==> config.mk <==
export PLATFORM = sky130hd
export DESIGN_NAME = tap_arbiter
export DESIGN_NICKNAME = d
export VERILOG_FILES = /design/src/rtl/tap_arbiter.sv
export SDC_FILE = /design/constraint.sdc
export NUM_CORES = 1
export LEC_CHECK = 0
export ABC_AREA = 1
export CAP_MARGIN = 20
export CORE_UTILIZATION = 42
export DETAILED_ROUTE_END_ITERATION = 6
export DONT_BUFFER_PORTS = 1
export PLACE_DENSITY = 0.66
export SYNTH_ARGS = -nofsm -noshare
export SYNTH_HDL_FRONTEND = slang
export SYNTH_SLANG_ARGS = --single-unit
==> constraint.sdc <==
create_clock -name clk -period 3.16 [get_ports clk]
set_clock_uncertainty 0.1 [all_clocks]
set_input_delay 0.316 -clock clk [delete_from_list [all_inputs] [get_ports clk]]
set_output_delay 0.316 -clock clk [all_outputs]
set_load 0.02 [all_outputs]
==> src/rtl/tap_arbiter.sv <==
// Epoch-based tap collector: a rising ping edge opens an epoch, enabled taps are
// granted round-robin into a single registered output until all report or the epoch times out.
module tap_arbiter #(
  parameter int N_TAPS      = 4,
  parameter int DATA_WIDTH  = 40,
  parameter int EPOCH_WIDTH = 8,
  parameter int TIMEOUT     = 255
) (
  input  logic                         clk,
  input  logic                         rst,
  input  logic                         ping,
  input  logic [N_TAPS-1:0]            tap_enable,
  input  logic [N_TAPS-1:0]            tap_valid,
  input  logic [N_TAPS*DATA_WIDTH-1:0] tap_data,
  output logic [N_TAPS-1:0]            tap_ready,
  output logic                         out_valid,
  input  logic                         out_ready,
  output logic [DATA_WIDTH-1:0]        out_data,
  output logic [$clog2(N_TAPS)-1:0]    out_tap_id,
  output logic [EPOCH_WIDTH-1:0]       out_epoch,
  output logic                         epoch_done,
  output logic                         busy,
  output logic [N_TAPS-1:0]            missed_mask,
  output logic                         ping_overrun
);

  localparam int ID_W = $clog2(N_TAPS);
  localparam int TW   = $clog2(TIMEOUT + 1);

  typedef enum logic {IDLE, COLLECT} state_t;

  state_t                  state_q, state_d;
  logic [N_TAPS-1:0]       pending_q, pending_d;
  logic [TW-1:0]           timer_q, timer_d;
  logic [ID_W-1:0]         start_ptr_q, start_ptr_d;
  logic [EPOCH_WIDTH-1:0]  epoch_q, epoch_d;
  logic                    ping_q, armed_q, armed_d;
  logic                    out_valid_q, out_valid_d;
  logic [DATA_WIDTH-1:0]   out_data_q, out_data_d;
  logic [ID_W-1:0]         out_id_q, out_id_d;
  logic [EPOCH_WIDTH-1:0]  out_epoch_q, out_epoch_d;
  logic                    epoch_done_q, epoch_done_d;
  logic [N_TAPS-1:0]       missed_q, missed_d;
  logic                    overrun_q, overrun_d;

  logic                    ping_edge;
  logic [N_TAPS-1:0]       req;
  logic                    grant_found;
  logic [ID_W-1:0]         grant_idx;
  logic [N_TAPS-1:0]       grant_oh;
  logic [DATA_WIDTH-1:0]   grant_word;
  logic                    out_free;
  logic                    xfer;
  logic [ID_W:0]           idx_ext;

  // armed_q keeps a ping held high across reset from looking like a fresh edge
  assign ping_edge = ping & ~ping_q & armed_q;
  assign armed_d   = armed_q | ~ping;

  assign req      = (state_q == COLLECT) ? (pending_q & tap_valid) : '0;
  assign out_free = ~out_valid_q | out_ready;

  always_comb begin
    grant_found = 1'b0;
    grant_idx   = '0;
    grant_oh    = '0;
    grant_word  = '0;
    idx_ext     = '0;
    for (int k = 0; k < N_TAPS; k++) begin
      idx_ext = {1'b0, start_ptr_q} + (ID_W+1)'(k);
      if (idx_ext >= (ID_W+1)'(N_TAPS)) idx_ext = idx_ext - (ID_W+1)'(N_TAPS);
      if (!grant_found && req[idx_ext[ID_W-1:0]]) begin
        grant_found = 1'b1;
        grant_idx   = idx_ext[ID_W-1:0];
      end
    end
    if (grant_found) grant_oh[grant_idx] = 1'b1;
    for (int i = 0; i < N_TAPS; i++) begin
      if (grant_oh[i]) grant_word = tap_data[i*DATA_WIDTH +: DATA_WIDTH];
    end
  end

  assign tap_ready = out_free ? grant_oh : '0;
  assign xfer      = |(tap_ready & tap_valid);

  // NOTE: every signal written here gets a default first so no path leaves it
  // unassigned; that is what keeps this block free of inferred latches.
  always_comb begin
    state_d      = state_q;
    pending_d    = pending_q;
    timer_d      = timer_q;
    start_ptr_d  = start_ptr_q;
    epoch_d      = epoch_q;
    epoch_done_d = 1'b0;
    missed_d     = missed_q;
    overrun_d    = overrun_q | (ping_edge && (state_q == COLLECT));
    out_valid_d  = out_valid_q;
    out_data_d   = out_data_q;
    out_id_d     = out_id_q;
    out_epoch_d  = out_epoch_q;

    case (state_q)
      IDLE: begin
        if (ping_edge) begin
          state_d   = COLLECT;
          pending_d = tap_enable;
          epoch_d   = epoch_q + EPOCH_WIDTH'(1);
          timer_d   = '0;
        end
      end
      COLLECT: begin
        if (xfer) pending_d = pending_q & ~grant_oh;
        timer_d = timer_q + TW'(1);
        if ((pending_d == '0) || (timer_q == TW'(TIMEOUT - 1))) begin
          state_d      = IDLE;
          epoch_done_d = 1'b1;
          missed_d     = pending_d;
          start_ptr_d  = (start_ptr_q == ID_W'(N_TAPS - 1)) ? '0 : start_ptr_q + ID_W'(1);
        end
      end
      default: state_d = IDLE;
    endcase

    // The output register runs its own handshake, independent of the epoch FSM
    if (xfer) begin
      out_valid_d = 1'b1;
      out_data_d  = grant_word;
      out_id_d    = grant_idx;
      out_epoch_d = epoch_q;
    end else if (out_ready) begin
      out_valid_d = 1'b0;
    end
  end

  // NOTE: state registers use non-blocking assignments so every flop samples
  // the pre-edge value of every other flop, independent of statement order.
  always_ff @(posedge clk or posedge rst) begin
    if (rst) begin
      state_q      <= IDLE;
      pending_q    <= '0;
      timer_q      <= '0;
      start_ptr_q  <= '0;
      epoch_q      <= '0;
      ping_q       <= 1'b0;
      armed_q      <= 1'b0;
      out_valid_q  <= 1'b0;
      out_data_q   <= '0;
      out_id_q     <= '0;
      out_epoch_q  <= '0;
      epoch_done_q <= 1'b0;
      missed_q     <= '0;
      overrun_q    <= 1'b0;
    end else begin
      state_q      <= state_d;
      pending_q    <= pending_d;
      timer_q      <= timer_d;
      start_ptr_q  <= start_ptr_d;
      epoch_q      <= epoch_d;
      ping_q       <= ping;
      armed_q      <= armed_d;
      out_valid_q  <= out_valid_d;
      out_data_q   <= out_data_d;
      out_id_q     <= out_id_d;
      out_epoch_q  <= out_epoch_d;
      epoch_done_q <= epoch_done_d;
      missed_q     <= missed_d;
      overrun_q    <= overrun_d;
    end
  end

  assign out_valid    = out_valid_q;
  assign out_data     = out_data_q;
  assign out_tap_id   = out_id_q;
  assign out_epoch    = out_epoch_q;
  assign epoch_done   = epoch_done_q;
  assign busy         = (state_q == COLLECT);
  assign missed_mask  = missed_q;
  assign ping_overrun = overrun_q;

endmodule

=== Word-level counts from Yosys, hierarchy flattened ===
Index checks and enable logic that the tools add are counted.

* Flip-flop bits (word level): 82
* Logic and storage cells: 107

* $add $sub $neg: 10
* Order comparisons: 10
* Eq/ne operators: 3
* Mux-type cells: 43
* Bitwise gates (word level): 13
* Reduce and logical (&&, ||, !) cells: 14

{| class="wikitable"
|+ Operators with widths
! cell !! count
|-
| $mux 40 || 4
|-
| $mux 4 || 6
|-
| $mux 2 || 9
|-
| $add 8x1->8 const B || 2
|-
| $pmux 8 s2 || 1
|-
| $lt 2x3->1 const B || 5
|-
| $mux 1 || 15
|-
| $and 4x4->4 || 3
|-
| $ge 3x3->1 const B || 3
|-
| $bmux 1 s2 || 4
|-
| $eq 8x8->1 const B || 1
|-
| $mux 8 || 1
|-
| $pmux 4 s2 || 1
|-
| $sub 2x1->2 const B || 4
|-
| $add 2x2->3 const B || 2
|-
| $logic_and 1x1->1 || 5
|-
| $logic_not 4->1 || 1
|-
| $not 1->1 || 4
|-
| $not 4->4 || 1
|-
| $reduce_and 2->1 || 2
|-
| $reduce_or 4->1 || 1
|-
| $add 2x1->3 const B || 1
|-
| $ge 2x3->1 const B || 1
|-
| $logic_not 1->1 || 3
|-
| 10 further kinds || 13
|}

=== Depth between registers and ports, before layout ===
Gate-level depths: netlist (run 1).

* Depth in word-level cells: 28
* Mapped depth: 19
* Mapped depth without buffers: 17

=== Least setup slack after synthesis (run 1) ===
No wires, ideal clock.

* Kind: register to register
* From: reg start_ptr_q[0]
* To: reg out_id_q[0], in the netlist out_tap_id[0]
* Setup time: 0.074 ns
* Data arrival time: 2.231 ns
* Required time: 2.986 ns
* Path slack: 0.756 ns
* Stages on the path, launching flop included: 18
* Path buffers: 2
* Path through: dfrtp_1 -> ha_1 -> inv_1 -> nand3_2 -> nand2_4 -> nor2_4 -> nand3_1 -> nand2_1 -> nand2_4 -> nand3_2 -> inv_2 -> nor2_4 -> nand3_4 -> inv_4 -> buf_6 -> buf_6 -> nand2_2 -> o21ai_2

* Longest elaborated chain between the ends: 22
* Elaborated cells between the ends (all ways): 46
* Classes of those cells: add/sub: 7; order compare: 6; mux: 24; bitwise: 1; reduce/logical: 8

{| class="wikitable"
|+ Ends and longest elaborated chain
! element !! line !! source
|-
| start, declared || 35 || <nowiki>logic [ID_W-1:0] start_ptr_q, start_ptr_d;</nowiki>
|-
| start signal, assigned || 157 || <nowiki>start_ptr_q <= start_ptr_d;</nowiki>
|-
| branches (longest 18 deep; another with $add 2x1->3) || n/a ||
|-
| $mux 4 * || 77 || <nowiki>if (grant_found) grant_oh[grant_idx] = 1'b1;</nowiki>
|-
| $mux 4 * || 83 || <nowiki>assign tap_ready = out_free ? grant_oh : '0;</nowiki>
|-
| named net tap_ready[2] || 15 || <nowiki>output logic [N_TAPS-1:0] tap_ready,</nowiki>
|-
| $and 4x4->4 * || 84 || <nowiki>assign xfer = |(tap_ready & tap_valid);</nowiki>
|-
| $reduce_or 4->1 * || 84 ||
|-
| end signal, assigned || 163 || <nowiki>out_id_q <= out_id_d;</nowiki>
|-
| end, declared || 40 || <nowiki>logic [ID_W-1:0] out_id_q, out_id_d;</nowiki>
|}

Mark *: on every way through the listed nets, which the timed path passes. The select of a mux whose other input is x is not followed.
A chain may end at the register's enable or synchronous reset.

=== Final worst setup path (run 1) ===
* From: reg start_ptr_q[1]
* To: reg out_data_q[8], in the netlist out_data[8]

* Longest elaborated chain between the ends: 23
* Elaborated cells between the ends (all ways): 50
* Classes of those cells: add/sub: 7; order compare: 6; mux: 28; bitwise: 1; reduce/logical: 8

{| class="wikitable"
|+ Ends and longest elaborated chain
! element !! line !! source
|-
| branches (longest 18 deep; another with $add 2x1->3) || n/a ||
|-
| $mux 4 * || 77 ||
|-
| $mux 40 (4 in series) || 79 || <nowiki>if (grant_oh[i]) grant_word = tap_data[i*DATA_WIDTH +: DATA_WIDTH];</nowiki>
|-
| end signal, assigned || 162 || <nowiki>out_data_q <= out_data_d;</nowiki>
|-
| end, declared || 39 || <nowiki>logic [DATA_WIDTH-1:0] out_data_q, out_data_d;</nowiki>
|}

Every way passes the cells marked *. The select of a mux whose other input is x is not followed.

==> summary.txt, run 1 <==
Drt
  • Detail Route Antenna Nets: 0
  • DRC: 0
  • Routed vias/inst: 5.47
  • Iter 0 DRT Violations: 217
  • DR WL/cell: 16.1 um
  • Pre-antenna DRT Iters: 5
  • Routed vias: 4050
  • Final wirelength: 11.9 mm

Final layout
  • Area of the multi-input gates: 0.00224 mm2
  • FILL cells: 1085
  • Area occupied by registers: 0.00205 mm2
  • Nets@finish: 775
  • Most frequent cells in the layout: nand2_1, dfrtp_1, nand3_1
  • Synth-to-Final Area Change: 8.26%
  • Layout cells sized above 1: 12.9%
  • Most common cell after layout, fill and taps aside: nand2_1
  • Antenna cells: 0

Timing
  • Transition time of the tightest slew-check pin: 0.734 ns
  • Smallest hold slack: 0.0277 ns
  • Relative slew slack: 51.0%
  • Clock period minus worst slack: 2.73 ns
  • Final hold vios: 0
  • Max Fclk: 0.366 GHz
  • Tcrit/Tclk final: 86.5%
  • Final worst slack: 0.427 ns
  • RSZ-0062 raised after global routing: no
  • Setup TNS: 0 ns
  • Max-slew violation count: 0
  • # setup viols final: 0

Clock network
  • # H-tree levels: 3
  • CTS tree: yes
  • Root Buffer: clkbuf_8
  • Clk Latency, worst-skew pair: 0.36 ns
  • Sink Count: 82
  • TritonCTS buffer count: 9
  • Post_cts resized: 0
  • Clk pin slew, worst setup/hold paths: 0.08 ns
  • Clock tree buffer depth: 2

Setup path
  • Worst Path Buf+Inv: 3
  • CP delay by family, top: buffers and inverters
  • R2r worst-path depth: 12
  • CP peak stage delay: 0.44 ns
  • Crit path cell chain: ha_1, inv_1, nand3_2, nand2_4, nor2_4, nand3_1, nand3_4, nand2_1, inv_1, buf_12, a21oi_1, o21ai_1
  • Kind of critical path: flip-flop to flip-flop
  • Cell mode on critical path: inv_1
  • Crit-path slowest cell: dfrtp_1
  • Reg2Reg Capture Point: out_data[8]
  • Critical Path RT: 3.34 ns
  • Crit start category: flip-flop
  • Worst EP arrival: 2.91 ns
  • Crit path max fanout: 27
  • Setup crit end kind: flip-flop
  • Reg-to-reg startpoint: start_ptr_q[1]
  • R2R Setup Slk: 0.43 ns

Synth
  • Syn Nets: 777
  • Area contributors post-synth: dfrtp_1, nand2_1, nand3_1
  • Prevailing post-synth register cell: dfrtp_1
  • Leading area contributor after synthesis: dfrtp_1
  • Async set or reset register ratio after synthesis: 100%
  • Post-Syn Instances: 601
  • Seq/Total Area, Yosys: 44.6%
  • YS warnings: 0
  • Mapped Area: 0.00461 mm2
  • Unique masters post-synth: 34
  • #FFs+latches synth: 82
  • EDFF count, synth: 0
  • Synth Area per Inst: 7.66 um2
  • Post-synth top area share: 44.6%

Hold path
  • HP Class: primary input to flip-flop
  • Worst Hold Path EP: out_data[38]
  • Min-delay src: tap_data[158]
  • Hold path cells: 2

Floorplan
  • Initial Util: 44.0%
  • Die X-Extent: 107 um
  • CORE AREA: 0.0105 mm2
  • IO Pins: 234
  • Full die area: 0.0114 mm2
  • Num rows: 37
  • DIE HEIGHT: 107 um

GRT
  • Grt total ovfl: 0
  • Met2 Use GR: 35.2%
  • Global-route wire length before repair: 18.2 mm
  • Vias in the first global route: 3845
  • GRT Util Overall: 20.9%
  • Met3 usage in global routing: 4.26%
  • Pin count of the biggest net entering global routing: 49
  • Met1 Use GR: 25.2%
  • Top Usage Layer GRT: met2
  • Initial antenna violation count: 0

Place
  • Worst slack at placement: 0.422 ns
  • IO buf count: 0
  • Final HPWL DP: 8.76 mm
  • Final GP Congestion: 0.827

Run
  • Max Cap Viol: 0

Outcome
  • Status: complete, no violations
==> repair_timing <==
action                    CTS  global route
hold buffers                6             0
buffers inserted            0             0
hold endpoints to repair   44             0
==> worst max-delay path by stage <==
stage                     cells after the start        endpoint      startpoint
after floorplan                               1         armed_q             rst
after global placement                       16            busy  start_ptr_q[1]
after detailed placement                     12     out_data[8]  start_ptr_q[1]
after CTS                                    12     out_data[8]  start_ptr_q[1]
after global routing                         16  missed_mask[2]  start_ptr_q[1]
final                                        12     out_data[8]  start_ptr_q[1]
==> per-layer routing <==
layer | vias to the layer above | wire length, um
met5 | - | 0
met4 | 0 | 286
met2 | 178 | 5800
li1 | 1950 | -
met3 | 25 | 842
met1 | 1897 | 4960
==> per-stage QoR <==
step	cell area [um2]	utilization [%]	std cells
3_5_place_dp	4720	45.1	718
6_report	4990	47.7	740
2_1_floorplan	4610	-	601
3_3_place_gp	4720	45.1	718
4_1_cts	4990	47.7	740
5_1_grt	4990	47.7	740
==> kinds of logic (layout without fill, tap and decap cells) <==
logic type / Yosys count / in the layout / synth area share [%]
buffers and inverters: 65 / 68 / 6.71
DFF: 82 / 82 / 44.6
AOI/OAI and AO/OA: 103 / 103 / 12.6
and+or+nand+nor: 339 / 339 / 33.5
adders and majority gates: 4 / 4 / 1.09
xor gates and xnor gates: 8 / 8 / 1.52
==> synthesized netlist by cell type (2+ instances only) <==
cell	instances
nor2_2	3
nand2_1	225
nand3_4	2
nand2_2	14
buf_4	2
clkbuf_1	8
o21ai_2	8
nand3_2	10
clkbuf_2	3
nand3_1	59
nand4_1	6
buf_2	11
o21ai_1	37
o21ai_0	8
buf_6	5
nor2_1	9
nand2_4	2
inv_2	4
ha_1	4
nor2_4	3
xor2_1	8
nor3_1	3
dfrtp_1	82
inv_1	30
a21oi_1	42
o211ai_1	5
==> sequential cells by signal, summed over array words and instances, names as in the netlist <==
register      cells
out_valid         1
out_data         40
busy              1
timer_q           8
ping_q            1
start_ptr_q       2
armed_q           1
epoch_done        1
epoch_q           8
out_epoch         8
missed_mask       4
out_tap_id        2
pending_q         4
ping_overrun      1
==> cell type report <==
cell class | instances | area share (%)
multi-input cells | 454 | 45.0
flip-flops and latches | 82 | 41.2
repair buffers | 17 | 3.61
well taps | 136 | 3.41
clock buffers | 11 | 3.04
inverters | 35 | 2.71
clock inverters | 5 | 1.05
Power of run 1 is not shown: default switching activity piles up to over one toggle a cycle in this logic, so the estimate is an artifact.
==> run 2: changes to the inputs <==
--- a/config.mk
+++ b/config.mk
@@ -6,10 +6,12 @@
 export NUM_CORES = 1
 export LEC_CHECK = 0
 export ABC_AREA = 1
+export ABC_CLOCK_PERIOD_IN_PS = 3160
 export CAP_MARGIN = 20
 export CORE_UTILIZATION = 42
 export DETAILED_ROUTE_END_ITERATION = 6
 export DONT_BUFFER_PORTS = 1
+export GPL_TIMING_DRIVEN = 0
 export PLACE_DENSITY = 0.66
 export SYNTH_ARGS = -nofsm -noshare
 export SYNTH_HDL_FRONTEND = slang
==> run 2 against run 1 <==
Cell count is 2.6% higher. Core utilization increased by 1.3 points. Clock-buffer cell count is 1 lower. Maximum frequency fell by 3.2%. Non-clock buffer count rose by 19. Largest cell class unchanged. Critical endpoint is now tap_ready[1]. Sequential share of layout area down 1.1 points. Via count grew 2.9%.
==> summary.txt, run 2 (same netlist as run 1, synthesis figures left out) <==
Drt
  • Routed vias/inst: 5.49
  • DRC: 0
  • Routed vias: 4166
  • DR WL/cell: 16.4 um
  • Detail Route Antenna Nets: 0
  • Iter 0 DRT Violations: 217
  • Final wirelength: 12.5 mm
  • Pre-antenna DRT Iters: 5

Setup path
  • Crit start category: flip-flop
  • Crit-path slowest cell: dfrtp_1
  • Worst EP arrival: 2.41 ns
  • Crit path cell chain: ha_1, inv_1, nand3_2, nand2_4, nor2_4, nand3_1, nand2_1, nand2_4, nor2_4, nand2_2, inv_1
  • CP startpoint: start_ptr_q[1]
  • Kind of critical path: flip-flop to output pin
  • Setup crit end kind: output pin
  • CP peak stage delay: 0.45 ns
  • Reg-to-reg startpoint: start_ptr_q[1]
  • Crit path max fanout: 6
  • Critical Path RT: 2.74 ns

Place
  • IO buf count: 0
  • Final HPWL DP: 9.69 mm
  • Final GP Congestion: 0.831
  • Worst slack at placement: 0.370 ns

Final layout
  • Antenna cells: 0
  • Synth-to-Final Area Change: 11.2%
  • Most frequent cells in the layout: nand2_1, dfrtp_1, nand3_1
  • Nets@finish: 794
  • Most common cell after layout, fill and taps aside: nand2_1
  • Layout cells sized above 1: 14.1%
  • Flip-flop count of the largest register after layout: 40

Hold path
  • HP Class: primary input to flip-flop
  • Min-delay src: tap_enable[3]

Timing
  • Max-slew violation count: 0
  • RSZ-0062 raised after global routing: no
  • Relative slew slack: 66.0%
  • Transition time of the tightest slew-check pin: 0.511 ns
  • Final worst slack: 0.336 ns
  • # setup viols final: 0
  • Max Fclk: 0.354 GHz
  • Smallest hold slack: 0.0178 ns
  • Tcrit/Tclk final: 89.4%
  • Clock period minus worst slack: 2.82 ns
  • Setup TNS: 0 ns
  • Final hold vios: 0

GRT
  • Global-route wire length before repair: 19.4 mm
  • Vias in the first global route: 3963
  • Grt total ovfl: 0
  • Initial antenna violation count: 0
  • GRT Util Overall: 21.9%
  • Pin count of the biggest net entering global routing: 61

Clock network
  • Post_cts resized: 0
  • Postcts setup bufs: 0
  • TritonCTS buffer count: 9
  • Clk Latency, worst-skew pair: 0.37 ns
  • # H-tree levels: 3
  • Root Buffer: clkbuf_8
  • Hold Buf Count CTS: 5
  • Clk pin slew, worst setup/hold paths: 0.08 ns
  • Clock tree buffer depth: 2
  • Sink Count: 82
  • CTS tree: yes

Floorplan
  • IO Pins: 234
  • Initial Util: 44.0%
  • DIE HEIGHT: 107 um
  • Num rows: 37
  • Die X-Extent: 107 um
  • CORE AREA: 0.0105 mm2
  • Full die area: 0.0114 mm2

Outcome
  • Status: complete, no violations

Run
  • Max Cap Viol: 0
==> run 2: per-stage QoR <==
stage	area, um2	cells	util, %
detailed placement	4810	738	45.9
CTS	5120	759	48.9
global route	5120	759	48.9
floorplan	4610	601	-
finish	5120	759	48.9
global placement	4780	737	45.6
==> run 2: worst paths after layout <==
check                           endpoint  slack, ns  cells after the start
setup / recovery            tap_ready[1]       0.34                     11
hold / removal              pending_q[3]       0.02                      2
setup reg to reg                    busy       0.37                     16
hold reg to reg                  armed_q       0.35                      2
max in group asynchronous   out_data[32]       2.06                      3
min in group asynchronous  out_tap_id[1]       0.29                      2
==> run 2: critical path: cells and delay by family, from the launching register on <==
| family | cells | cell delay, ns |
|---|---|---|
| fa+ha+maj | 1 | 0.41 |
| buf+inv | 2 | 0.25 |
| flops | 1 | 0.45 |
| simple gates | 8 | 0.91 |
==> run 2: per-layer routing <==
layer	global-route usage (%)	vias up	share of wire [%]
li1	-	1988	-
met1	27.0	1983	42
met2	37.8	179	49
met3	4.92	16	6.9
met4	7.34	0	1.5
met5	0	-	0
==> run 2: layout make-up <==
| class | instances | area [um2] |
|---|---|---|
| Clock inverter | 6 | 138 |
| Sequential cell | 82 | 2050 |
| Clock buffer | 10 | 128 |
| Buffer | 30 | 175 |
| Timing Repair Buffer | 6 | 77.6 |
| Tap cell | 136 | 170 |
| Inverter | 35 | 136 |
| Fill cell | 1046 | 5340 |
| Multi-Input combinational cell | 454 | 2240 |
Power of run 2 is left out for the same reason.
==> run 3: changes to the inputs <==
--- a/config.mk
+++ b/config.mk
@@ -5,10 +5,10 @@
 export SDC_FILE = /design/constraint.sdc
 export NUM_CORES = 1
 export LEC_CHECK = 0
-export ABC_AREA = 1
 export ABC_CLOCK_PERIOD_IN_PS = 3160
 export CAP_MARGIN = 20
 export CORE_UTILIZATION = 42
+export CTS_CLUSTER_SIZE = 14
 export DETAILED_ROUTE_END_ITERATION = 6
 export DONT_BUFFER_PORTS = 1
 export GPL_TIMING_DRIVEN = 0
==> run 3 against run 2 <==
Synthesized cell count decreased by 7.2%. Clock-buffer cell count unchanged. Die area increased by 6.5%. Largest cell class unchanged.
==> summary.txt, run 3 <==
Hold path
  • Min-delay src: tap_data[147]
  • Worst Hold Path EP: out_data[27]
  • Hold path cells: 2
  • HP Class: primary input to flip-flop

Clock network
  • Clk pin slew, worst setup/hold paths: 0.06 ns
  • Clk Latency, worst-skew pair: 0.34 ns
  • Clock tree buffer depth: 2
  • # H-tree levels: 3
  • TritonCTS buffer count: 9
  • Sink Count: 82
  • Root Buffer: clkbuf_16
  • CTS tree: yes

Synth
  • Mapped Area: 0.00491 mm2
  • Seq/Total Area, Yosys: 41.8%
  • #FFs+latches synth: 82
  • YS warnings: 0
  • Post-synth top cells: a31oi_1, dfrtp_1, nand3_1, nor2_1, clkbuf_1
  • Synth Area per Inst: 8.80 um2
  • Syn Nets: 734
  • Post-Syn Instances: 558
  • EDFF count, synth: 0
  • Area contributors post-synth: dfrtp_1, a31oi_1, a32oi_1
  • Leading area contributor after synthesis: dfrtp_1
  • Unique masters post-synth: 52
  • Async set or reset register ratio after synthesis: 100%
  • Count leader, synth: a31oi_1
  • Post-synth top area share: 41.8%
  • Prevailing post-synth register cell: dfrtp_1

Floorplan
  • Die X-Extent: 110 um
  • Full die area: 0.0121 mm2
  • Initial Util: 43.0%
  • IO Pins: 234
  • CORE AREA: 0.0114 mm2
  • DIE HEIGHT: 110 um
  • Num rows: 39

Setup path
  • CP peak stage delay: 0.42 ns
  • Reg2Reg Capture Point: missed_mask[2]
  • Kind of critical path: flip-flop to output pin
  • R2R Setup Slk: 0.29 ns
  • Crit start category: flip-flop
  • Setup crit end kind: output pin
  • Worst EP arrival: 2.63 ns
  • R2r worst-path depth: 8
  • Crit path cell chain: ha_4, mux2i_1, mux2_1, o211a_1, buf_2, or3_1, buf_4, a21oi_4
  • Reg-to-reg startpoint: start_ptr_q[0]
  • Crit path max fanout: 9
  • Critical Path RT: 2.74 ns
  • Crit-path slowest cell: dfrtp_1

Final layout
  • FILL cells: 1107
  • Layout cells sized above 1: 9.11%
  • Area occupied by registers: 0.00205 mm2
  • Area of the multi-input gates: 0.00266 mm2
  • Most frequent cells in the layout: a31oi_1, dfrtp_1, nand3_1
  • Flip-flop count of the largest register after layout: 40
  • Most common cell after layout, fill and taps aside: a31oi_1
  • Nets@finish: 753
  • Synth-to-Final Area Change: 12.8%
  • Antenna cells: 0
  • Cell area after layout: 0.00554 mm2

Timing
  • Max Fclk: 0.328 GHz
  • Max-slew violation count: 0
  • Clock period minus worst slack: 3.05 ns
  • # setup viols final: 0
  • Final hold vios: 0
  • Setup TNS: 0 ns
  • Smallest hold slack: 0.0305 ns
  • Transition time of the tightest slew-check pin: 0.635 ns
  • RSZ-0062 raised after global routing: no
  • Tcrit/Tclk final: 96.5%
  • Relative slew slack: 57.7%

Place
  • Placed cell areas: 0.00512 mm2
  • Final GP Congestion: 0.882
  • IO buf count: 0
  • Final HPWL DP: 12.3 mm

Drt
  • DRC: 0
  • Iter 0 DRT Violations: 574
  • Routed vias: 4941
  • Final wirelength: 16.8 mm
  • Routed vias/inst: 6.82
  • DR WL/cell: 23.2 um
  • Detail Route Antenna Nets: 0
  • Pre-antenna DRT Iters: 5

GRT
  • Global-route wire length before repair: 23.5 mm
  • Initial antenna violation count: 0
  • GRT Util Overall: 25.9%
  • Grt total ovfl: 0
  • Vias in the first global route: 4449
  • Pin count of the biggest net entering global routing: 57

Power
  • Maximum VDD drop: 0.000536 V
  • Leak: 2.09 nW
  • Pwr Total: 6.41 mW
  • PD cells: 1160 mW/mm2

Outcome
  • Status: complete, no violations

Run
  • Max Cap Viol: 0
run 3: metal layers:
| metal | share of wire (%) | routed length, um | vias to the layer above | global-route usage, % |
|---|---|---|---|---|
| li1 | - | - | 2204 | - |
| met5 | 0 | 0 | - | 0 |
| met1 | 40 | 6730 | 2372 | 32.0 |
| met2 | 48 | 8110 | 314 | 43.8 |
| met3 | 9.2 | 1540 | 51 | 5.70 |
| met4 | 2.6 | 439 | 0 | 10.2 |
run 3: power breakdown:
group | switching [mW] | internal, mW | total [mW]
registers | 0.784 | 1.48 | 2.26
clock network | 0.439 | 0.534 | 0.973
logic | 2.11 | 1.06 | 3.17
run 3: logic make-up (layout without fill, tap and decap cells):
logic type	Yosys count	in the layout	share of synthesized area [%]
flops	82	82	41.8
buf+inv	69	93	5.66
xor+xnor	7	7	1.25
compound gates	170	170	24.7
mux	8	8	1.76
fa+ha+maj	4	4	1.02
simple gates	218	218	23.8
run 3: cell type report:
| class | count | area share (%) |
|---|---|---|
| Buffer | 61 | 4.61 |
| Clock buffer | 10 | 4.13 |
| Clock inverter | 6 | 0.745 |
| Inverter | 7 | 0.519 |
| Multi-Input combinational cell | 407 | 48.0 |
| Sequential cell | 82 | 37.1 |
| Tap cell | 143 | 3.23 |
| Timing Repair Buffer | 9 | 1.67 |
run 3: timing repair:
item | in CTS | in global routing
pin swaps | 4 | 2
hold buffers | 2 | 0
resized for setup | 15 | 5
setup buffers | 3 | 3
setup endpoints to repair | 50 | 44
endpoints found under the hold margin | 28 | 0
run 3: how the worst max path moves through the flow:
stage	from	endpoint	cells past startpoint
6_report	start_ptr_q[0]	tap_ready[2]	8
4_1_cts	start_ptr_q[1]	tap_ready[3]	6
3_5_place_dp	start_ptr_q[1]	pending_q[1]	7
5_1_grt	start_ptr_q[0]	tap_ready[2]	8
3_3_place_gp	start_ptr_q[1]	pending_q[1]	7
2_1_floorplan	start_ptr_q[1]	pending_q[0]	8
run 3: stage by stage:
| step | instances | setup WS (ns) | utilization, % |
|---|---|---|---|
| final | 725 | 0.110 | 48.5 |
| after global routing | 725 | 0.00379 | 48.5 |
| after CTS | 723 | 0.000680 | 48.2 |
| after detailed placement | 702 | -0.419 | 44.8 |
| after global placement | 701 | -0.425 | 44.6 |
| after floorplan | 558 | 0.227 | - |
run 3: worst max-delay path: cells and delay by family, from the launching register on:
family	cells	cell delay (ns)
and+or+nand+nor	1	0.32
muxes	2	0.49
adders and majority gates	1	0.29
buffers and inverters	2	0.40
AOI/OAI and AO/OA	2	0.38
DFF	1	0.42
Note: power is estimated with default switching activity, not from simulation.
